==> config.mk <==
export PLATFORM = sky130hd
export DESIGN_NAME = uart_rx_core
export DESIGN_NICKNAME = d
export VERILOG_FILES = /design/src/rtl/uart_rx_core.sv
export SDC_FILE = /design/constraint.sdc
export NUM_CORES = 1
export LEC_CHECK = 0
export BUFFER_PORTS_ARGS = -buffer_cell sky130_fd_sc_hd__buf_2
export CAP_MARGIN = 15
export CELL_PAD_IN_SITES_DETAIL_PLACEMENT = 1
export CELL_PAD_IN_SITES_GLOBAL_PLACEMENT = 2
export CORE_UTILIZATION = 30
export DETAILED_ROUTE_END_ITERATION = 12
export GPL_TIMING_DRIVEN = 0
export HOLD_SLACK_MARGIN = 0.1
export PLACE_DENSITY_LB_ADDON = 0.15
export SYNTH_ARGS = -nofsm -noshare
export SYNTH_HDL_FRONTEND = slang
export SYNTH_SLANG_ARGS = --single-unit
==> constraint.sdc <==
create_clock -name clk -period 5.4 [get_ports clk]
set_input_delay 1.62 -clock clk [delete_from_list [all_inputs] [get_ports clk]]
set_output_delay 1.62 -clock clk [all_outputs]
set_load 0.01 [all_outputs]
==> src/rtl/uart_rx_core.sv <==
// uart_rx_core: oversampling UART receiver (5-8 data bits, none/even/odd parity, 1/2 stop bits)
// with a receive FIFO. Define UART_RX_MAJORITY_EN for 2-of-3 majority voting around each bit centre.
module uart_rx_core #(
  parameter int OVERSAMPLE     = 16,
  parameter int DIV_W          = 16,
  parameter int FIFO_DEPTH     = 8,
  parameter int WIDTH_DATABITS = 8,
  parameter int WIDTH_ERROR    = 3
) (
  input  logic                          clk,
  input  logic                          rst_n,
  input  logic                          in,
  input  logic [DIV_W-1:0]              cfg_div,
  input  logic [1:0]                    cfg_databits,
  input  logic [1:0]                    cfg_parity,
  input  logic                          cfg_stop2,
  output logic [WIDTH_DATABITS-1:0]     out,
  output logic                          valid_out,
  input  logic                          ready_out,
  output logic [WIDTH_ERROR-1:0]        error,
  output logic                          valid_error,
  output logic [$clog2(FIFO_DEPTH):0]   fifo_level
);
  localparam int SW = $clog2(OVERSAMPLE);
  localparam int AW = $clog2(FIFO_DEPTH);
  localparam int LW = AW + 1;
`ifdef UART_RX_MAJORITY_EN
  localparam logic [SW-1:0] START_LAST = SW'(OVERSAMPLE/2);
`else
  localparam logic [SW-1:0] START_LAST = SW'(OVERSAMPLE/2 - 1);
`endif
  localparam logic [SW-1:0] BIT_LAST = SW'(OVERSAMPLE - 1);

  typedef enum logic [2:0] {IDLE, START, DATA, PARITY, STOP1, STOP2} state_t;
  state_t r_state, w_next;

  logic [1:0]                r_sync;
  logic                      r_rs_d, w_rs, w_bit, w_tick, w_samp, w_start_edge;
  logic [DIV_W-1:0]          r_tcnt, r_div;
  logic [SW-1:0]             r_scnt;
  logic [2:0]                r_bcnt, w_last;
  logic [1:0]                r_nb;
  logic                      r_par_en, r_par_odd, r_stop2, r_perr, r_ferr;
  logic [WIDTH_DATABITS-1:0] r_data;
  logic                      w_eof, w_ferr, w_push, w_ovr, w_full, w_pop;
  logic [WIDTH_ERROR-1:0]    r_error;
  logic                      r_verr;
  logic [WIDTH_DATABITS-1:0] r_mem [FIFO_DEPTH];
  logic [LW-1:0]             r_wptr, r_rptr;

  assign w_rs         = r_sync[1];
  assign w_start_edge = (r_state == IDLE) && r_rs_d && !w_rs;
  assign w_tick       = (r_tcnt == r_div - DIV_W'(1));
  assign w_samp       = w_tick && (r_scnt == ((r_state == START) ? START_LAST : BIT_LAST));
  assign w_last       = 3'd4 + {1'b0, r_nb};

`ifdef UART_RX_MAJORITY_EN
  // Two previous tick samples plus the current one form the vote.
  logic [1:0] r_smp;
  always_ff @(posedge clk or negedge rst_n)
    if (!rst_n)      r_smp <= 2'b11;
    else if (w_tick) r_smp <= {r_smp[0], w_rs};
  assign w_bit = (r_smp[1] & r_smp[0]) | (r_smp[1] & w_rs) | (r_smp[0] & w_rs);
`else
  assign w_bit = w_rs;
`endif

  always_ff @(posedge clk or negedge rst_n)
    if (!rst_n) r_state <= IDLE;
    else        r_state <= w_next;

  always_comb begin
    w_next = r_state;
    case (r_state)
      IDLE:    if (w_start_edge) w_next = START;
      START:   if (w_samp) w_next = w_bit ? IDLE : DATA;
      DATA:    if (w_samp && r_bcnt == w_last) w_next = r_par_en ? PARITY : STOP1;
      PARITY:  if (w_samp) w_next = STOP1;
      STOP1:   if (w_samp) w_next = r_stop2 ? STOP2 : IDLE;
      STOP2:   if (w_samp) w_next = IDLE;
      default: w_next = IDLE;
    endcase
  end

  always_comb begin
    w_eof  = w_samp && ((r_state == STOP1 && !r_stop2) || r_state == STOP2);
    w_ferr = r_ferr | ~w_bit;
    w_push = w_eof && !r_perr && !w_ferr && (!w_full || w_pop);
    w_ovr  = w_eof && !r_perr && !w_ferr && w_full && !w_pop;
  end

  always_ff @(posedge clk or negedge rst_n)
    if (!rst_n) begin
      r_sync <= 2'b11;  r_rs_d <= 1'b1;
      r_tcnt <= '0;     r_div <= DIV_W'(1);
      r_scnt <= '0;     r_bcnt <= '0;    r_nb <= '0;
      r_par_en <= 1'b0; r_par_odd <= 1'b0; r_stop2 <= 1'b0;
      r_perr <= 1'b0;   r_ferr <= 1'b0;  r_data <= '0;
      r_error <= '0;    r_verr <= 1'b0;
    end else begin
      r_sync <= {r_sync[0], in};
      r_rs_d <= w_rs;
      r_verr <= 1'b0;
      if (w_eof && (r_perr || w_ferr || w_ovr)) begin
        r_error <= WIDTH_ERROR'({w_ovr, w_ferr, r_perr});
        r_verr  <= 1'b1;
      end
      if (w_start_edge) begin
        // Restart the bit timing and freeze the frame format for this frame.
        r_tcnt    <= '0;
        r_div     <= (cfg_div == '0) ? DIV_W'(1) : cfg_div;
        r_nb      <= cfg_databits;
        r_par_en  <= (cfg_parity == 2'b01) || (cfg_parity == 2'b10);
        r_par_odd <= (cfg_parity == 2'b10);
        r_stop2   <= cfg_stop2;
        r_scnt <= '0; r_bcnt <= '0; r_data <= '0; r_perr <= 1'b0; r_ferr <= 1'b0;
      end else begin
        r_tcnt <= w_tick ? '0 : r_tcnt + DIV_W'(1);
        if (w_tick) r_scnt <= w_samp ? '0 : r_scnt + SW'(1);
        if (w_samp)
          case (r_state)
            DATA:    begin r_data[r_bcnt] <= w_bit; r_bcnt <= r_bcnt + 3'd1; end
            PARITY:  r_perr <= (^r_data) ^ w_bit ^ r_par_odd;
            STOP1:   r_ferr <= ~w_bit;
            default: ;
          endcase
      end
    end

  assign fifo_level  = r_wptr - r_rptr;
  assign valid_out   = (fifo_level != '0);
  assign w_full      = (fifo_level == LW'(FIFO_DEPTH));
  assign w_pop       = valid_out && ready_out;
  assign out         = valid_out ? r_mem[r_rptr[AW-1:0]] : '0;
  assign error       = r_error;
  assign valid_error = r_verr;

  always_ff @(posedge clk)
    if (w_push) r_mem[r_wptr[AW-1:0]] <= r_data;

  always_ff @(posedge clk or negedge rst_n)
    if (!rst_n) begin
      r_wptr <= '0;
      r_rptr <= '0;
    end else begin
      if (w_push) r_wptr <= r_wptr + LW'(1);
      if (w_pop)  r_rptr <= r_rptr + LW'(1);
    end
endmodule

==> impl_metrics.tcl, run 1 <==
set metrics [dict create \
    cts_sinks 136 \
    netlist_area_um2 6520 \
    drt-met1-wl_mm 8.14 \
    grt_overflow_total 0 \
    synth_fp_nets 602 \
    ant_nets 0 \
    place_ws_ns 0.284 \
    ys_seq_area_share_pct 57.2 \
    wl_per_cell_um 17.9 \
    worstMarginPinSlew_ns 0.999 \
    cp.arrival_ns 3.38 \
    die_y_um 149 \
    fin_crit_ns 5.00 \
    grt_pass1_vias 4878 \
    routed_wl_mm 16.4 \
    postSynthCellCount 566 \
    die-area_um2 22300 \
    antenna_found_initial 0 \
    pin_count 42 \
    slew_headroom_pct 32.8 \
    fmax_mhz 200 \
    critPathCaptureType "output pin" \
    final_nets 665 \
    dr.first_iter.drc_count 185 \
    period_share_pct 92.6 \
    cp_data_required_time_ns 3.78 \
    worstSetupStartpointType "register" \
    dpl.hpwl_mm 12.2 \
    first_pass_iters 4 \
    cap_violations 0 \
    yosysUniqueCellTypes 56 \
    worstSkewPairLatency_ns 0.42 \
    peakVddDrop_uv 183 \
    setup_tns_ns 0 \
    maxUsedRoutingLayer "met4" \
    async_reset_ff_share_pct 52.9 \
    final_common_cell "nand2_1" \
    fin_skew_ns 0.00990 \
    clk_path_buf_depth 2 \
    setup_slack_ns 0.399 \
    critPathMaxFanout 10 \
    status "complete, no violations" \
    start_util_pct 30.8 \
    yosys_warnings 0 \
    h-tree-depth 4 \
    synth_ff_type "dfrtp_1" \
    routabilityCongestion 0.746 \
    rsz0062_at_grt "false" \
    grt_first_pass_wirelength_mm 27.3 \
    synth-seq-cells 136 \
    rows 53 \
    cts_made_buffers 17 \
    ctsHoldBuffers 0 \
    root_buffer "clkbuf_16" \
    wl_met3_um 486 \
    cts_tree "built" \
    pwr_density_cell_nw_per_um2 401 \
    critPathKind "register to output pin" \
    mostFrequentLayoutCells "nand2_1, dfrtp_1, edfxtp_1, nor2_1, buf_2" \
    vias 4483 \
    antenna_cells 0 \
    synth.avg_cell_area_um2 11.5 \
    synth_edf_count 64 \
    hold_violations 0 \
    fp.coreArea_um2 21200 \
    hold_class "register to register" \
    viasPerCell 4.89 \
    die_w_um 149 \
    p_leak_nw 3.32 \
    area_delta_synth_final_pct 18.0 \
    slew_violations 0 \
    drc 0 \
    wl_met2_mm 7.53 \
    grt_use_total_pct 16.4 \
    grt_max_degree 44 \
    setup_violations 0 \
    port_buffers 41 \
    clkSlewWorstSetupHoldPaths_ns 0.07 \
    layout-drive-gt1-share_pct 17.1 \
]
-- report_power, final --
| part | internal, mW | switching, mW |
|---|---|---|
| combinational | 0.276 | 0.380 |
| sequential | 1.16 | 0.121 |
| clock | 0.653 | 0.497 |
-- sequential cells by signal (all words and copies together), names as in the netlist --
name / flops
r_par_en: 1
r_div: 16
r_data: 8
r_scnt: 4
r_state: 3
r_perr: 1
r_wptr: 4
r_tcnt: 16
r_mem: 64
r_par_odd: 1
r_ferr: 1
r_rs_d: 1
r_nb: 2
r_sync: 2
valid_error: 1
r_bcnt: 3
error: 3
r_rptr: 4
r_stop2: 1
-- per-layer routing --
layer  vias to the layer above  global-route usage (%)
met4                         0                    6.02
li1                       2153                       -
met5                         -                       0
met1                      2240                    22.6
met2                        72                    25.7
met3                        18                    2.87
-- per-stage QoR --
stage | area [um^2] | total power [mW] | utilization, % | std cells | hold slack (ns)
after CTS | 7700 | 3.14 | 36.4 | 917 | 0.362
after floorplan | 6520 | 1.74 | - | 566 | 0.345
after global routing | 7700 | 3.28 | 36.4 | 917 | 0.364
final | 7700 | 3.09 | 36.4 | 917 | 0.360
after detailed placement | 7120 | 1.98 | 33.6 | 885 | 0.352
after global placement | 7070 | 1.96 | 33.4 | 882 | 0.347
-- area by class of cell --
class | count | area (um^2)
Clock inverter | 15 | 155
Timing Repair Buffer | 44 | 248
Inverter | 20 | 75.1
Multi-Input combinational cell | 392 | 2640
Fill cell | 2320 | 13500
Sequential cell | 136 | 3730
Tap cell | 275 | 344
Buffer | 18 | 78.8
Clock buffer | 17 | 425
-- worst max-delay path, cell delays in order (launching register included) --
cell and delay (ns):
dfrtp_1 0.34, clkbuf_1 0.42, clkinv_1 0.42, ha_1 0.43
a21oi_1 0.08, xnor2_1 0.31, and2_1 0.18, clkbuf_1 0.44
inv_1 0.17, buf_2 0.18
-- cell families (layout without fill, tap and decap cells) --
logic type      after synthesis  in the layout  synth area share (%)
buf+inv                      38            114                  2.32
fa+ha+maj                    11             11                  2.22
simple gates                241            241                  17.9
xor+xnor                     54             54                  7.25
mux                          33             33                  8.19
flops                       136            136                  57.2
compound gates               53             53                  4.99
-- path summary, 6_finish.rpt --
check	from	to	slack [ns]	cells past startpoint
max	r_rptr[2]	valid_out	0.40	9
min	r_sync[0]	r_sync[1]	0.36	0
max reg2reg	r_div[0]	r_mem[2][3]	0.89	9
min reg2reg	r_sync[0]	r_sync[1]	0.36	0
max in group asynchronous	rst_n	r_sync[1]	3.63	2
min in group asynchronous	rst_n	r_tcnt[13]	1.14	1
-- cells in the mapped netlist, types with 3 or more instances --
cell | n | area [um^2]
nand2_1 | 96 | 360
dfrtp_1 | 68 | 1700
edfxtp_1 | 64 | 1920
nor2_1 | 43 | 161
xnor2_1 | 32 | 280
nand3_1 | 24 | 120
a21oi_1 | 22 | 110
xor2_1 | 22 | 193
inv_1 | 18 | 67.6
mux4_2 | 16 | 360
mux2i_1 | 14 | 140
clkbuf_1 | 13 | 48.8
nor3_1 | 13 | 65.1
and3_1 | 10 | 62.6
ha_1 | 10 | 125
o21ai_0 | 9 | 45.0
or3_1 | 9 | 56.3
nor4_1 | 7 | 43.8
nand4_1 | 6 | 37.5
nor2b_1 | 6 | 37.5
nand2b_1 | 5 | 31.3
nor3b_1 | 5 | 37.5
dfstp_2 | 4 | 105
or4_1 | 4 | 30.0
a21o_1 | 3 | 22.5
a31oi_1 | 3 | 18.8
buf_1 | 3 | 11.3
mux2_2 | 3 | 33.8
-- what timing repair did --
item | in CTS | in global routing
endpoints found under the setup margin | 9 | 0
gates resized for setup | 2 | 0
buffers inserted | 0 | 0
(Power assumes the default switching activity.)
==> run 2: changes to the inputs <==
--- a/config.mk
+++ b/config.mk
@@ -9,7 +9,7 @@
 export CAP_MARGIN = 15
 export CELL_PAD_IN_SITES_DETAIL_PLACEMENT = 1
 export CELL_PAD_IN_SITES_GLOBAL_PLACEMENT = 2
-export CORE_UTILIZATION = 30
+export CORE_UTILIZATION = 40
 export DETAILED_ROUTE_END_ITERATION = 12
 export GPL_TIMING_DRIVEN = 0
 export HOLD_SLACK_MARGIN = 0.1
==> impl_metrics.tcl, run 2 (same netlist as run 1, synthesis figures left out) <==
set metrics [dict create \
    status "complete, no violations" \
    period_share_pct 91.4 \
    antenna_found_initial 0 \
    setup.worst_path.start "r_rptr[2]" \
    cts_made_buffers 17 \
    critPathBufInv 5 \
    seqPwrFrac_pct 41.1 \
    placed_cell_area_um2 7040 \
    slew_headroom_pct 34.8 \
    die_w_um 130 \
    dr.first_iter.drc_count 225 \
    cts_tree "built" \
    cpMostUsedCell "clkbuf_1" \
    cp.arrival_ns 3.31 \
    rows 46 \
    clk_path_buf_depth 2 \
    cts_sinks 136 \
    worstSkewPairLatency_ns 0.42 \
    cap_violations 0 \
    fmax_mhz 203 \
    grt_first_pass_wirelength_mm 26.2 \
    fp.coreArea_um2 15900 \
    critPathKind "register to output pin" \
    routabilityCongestion 0.810 \
    fin_skew_ns 0.00921 \
    root_buffer "clkbuf_16" \
    clkSlewWorstSetupHoldPaths_ns 0.06 \
    clockPowerShare_pct 37.9 \
    p_leak_nw 3.31 \
    critPathTopFamily "buffers and inverters" \
    fillCellCount 1774 \
    start_util_pct 41.1 \
    hold_path_end "r_sync[1]" \
    finalInstanceArea_um2 7640 \
    pin_count 42 \
    ant_nets 0 \
    p_int_mw 2.17 \
    pwr_density_cell_nw_per_um2 410 \
    critPathMaxFanout 10 \
    largest_register_ffs 64 \
    critPathCaptureType "output pin" \
    viasPerCell 5.24 \
    swShare_pct 30.7 \
    first_pass_iters 4 \
    area_delta_synth_final_pct 17.2 \
    worstMarginPinSlew_ns 0.970 \
    grt_pass1_vias 4696 \
    grt_max_degree 39 \
    die_y_um 130 \
    hold_depth 0 \
    dpl.hpwl_mm 11.7 \
    grt_use_total_pct 21.2 \
    slew_violations 0 \
    netSwitchingPower_uw 961 \
    die-area_um2 16800 \
    h-tree-depth 4 \
    wl_per_cell_um 18.7 \
    worstSetupStartpointType "register" \
    postCtsSetupRepairBufs 0 \
    hold_violations 0 \
    final_nets 665 \
    rrSetupSlack_ns 0.75 \
    peakVddDrop_uv 233 \
    cp_slowest_cell "clkbuf_1" \
    crit_path_max_incr_delay_ns 0.44 \
    timing.rr.start "r_div[0]" \
    final_util_pct 48.1 \
    final_common_cell "nand2_1" \
    reg2reg_depth 10 \
    drc 0 \
    cp_data_required_time_ns 3.78 \
    setup_tns_ns 0 \
    vias 4494 \
    antenna_cells 0 \
    crit_chain "clkbuf_1 > clkinv_1 > ha_1 > a21oi_1 > xnor2_1 > and2_1 > clkbuf_1 > inv_1 > buf_2" \
    mostFrequentLayoutCells "nand2_1, dfrtp_1, edfxtp_1, nor2_1, buf_2" \
    layout-drive-gt1-share_pct 17.0 \
    pwr-share-comb_pct 21.0 \
    rsz0062_at_grt "false" \
    port_buffers 41 \
    hold_start "r_sync[0]" \
    fin_crit_ns 4.93 \
    rr_endpoint "r_mem[0][1]" \
    setup_violations 0 \
    hold_class "register to register" \
    grt_overflow_total 0 \
    routed_wl_mm 16.0 \
]
## run 2: cell types whose count changed in the layout (fill, tap and decap cells not counted), sizes merged
cell      change
clkbuf        +2
bufinv        +2
inv           -6
clkinvlp      +2
## run 2: worst register-to-register path: stages (launching register included)
cell       delay (ns)
dfstp_2          0.57
inv_1            0.08
ha_1             0.24
nor2b_1          0.20
or3_1            0.36
a31o_2           0.27
a2111oi_0        0.42
nor3b_1          0.76
or4b_1           0.58
nor3_1           0.63
buf_4            0.27
## run 2: power groups by stage
stage / logic [mW] / registers (mW) / clock network (mW)
after floorplan: 0.482 / 1.26 / 0
final: 0.657 / 1.29 / 1.19
after detailed placement: 0.660 / 1.31 / 0
after global placement: 0.639 / 1.30 / 0
after CTS: 0.670 / 1.29 / 1.21
after global routing: 0.748 / 1.31 / 1.26
## run 2: stage by stage
step	total power [mW]	hold slack (ns)	setup WS [ns]	instances
after floorplan	1.74	0.345	1.34	566
after global placement	1.94	0.348	0.480	823
final	3.13	0.359	0.466	858
after CTS	3.17	0.361	0.173	858
after global routing	3.31	0.366	0.0581	858
after detailed placement	1.97	0.352	0.497	826
## run 2: area by class of cell
class,count,area (um^2),area share (%)
inverters,20,75.1,0.982
flip-flops and latches,136,3730,48.8
clock buffers,19,433,5.66
repair buffers,44,243,3.18
well taps,216,270,3.54
multi-input cells,392,2640,34.6
clock inverters,13,171,2.24
plain buffers,18,78.8,1.03
## run 2: worst max-delay path by stage
stage	slack [ns]	to	cells past startpoint
after floorplan	1.34	valid_out	10
after global placement	0.48	valid_out	11
after detailed placement	0.50	valid_out	11
after CTS	0.17	valid_out	11
after global routing	0.06	valid_out	9
final	0.47	valid_out	9
## run 2: what timing repair did
action / 4_1_cts / 5_1_grt
setup endpoints to repair: 1 / 5
resized for setup: 1 / 2
hold buffers: 0 / 0
## run 2: per-layer routing
layer  GRT usage (%)  wire length [um]  up-vias
li1                -                 -     2157
met1            30.6              8070     2258
met2            32.3              7300       64
met3            4.22               498       15
met4            6.36               158        0
met5               0                 0        -
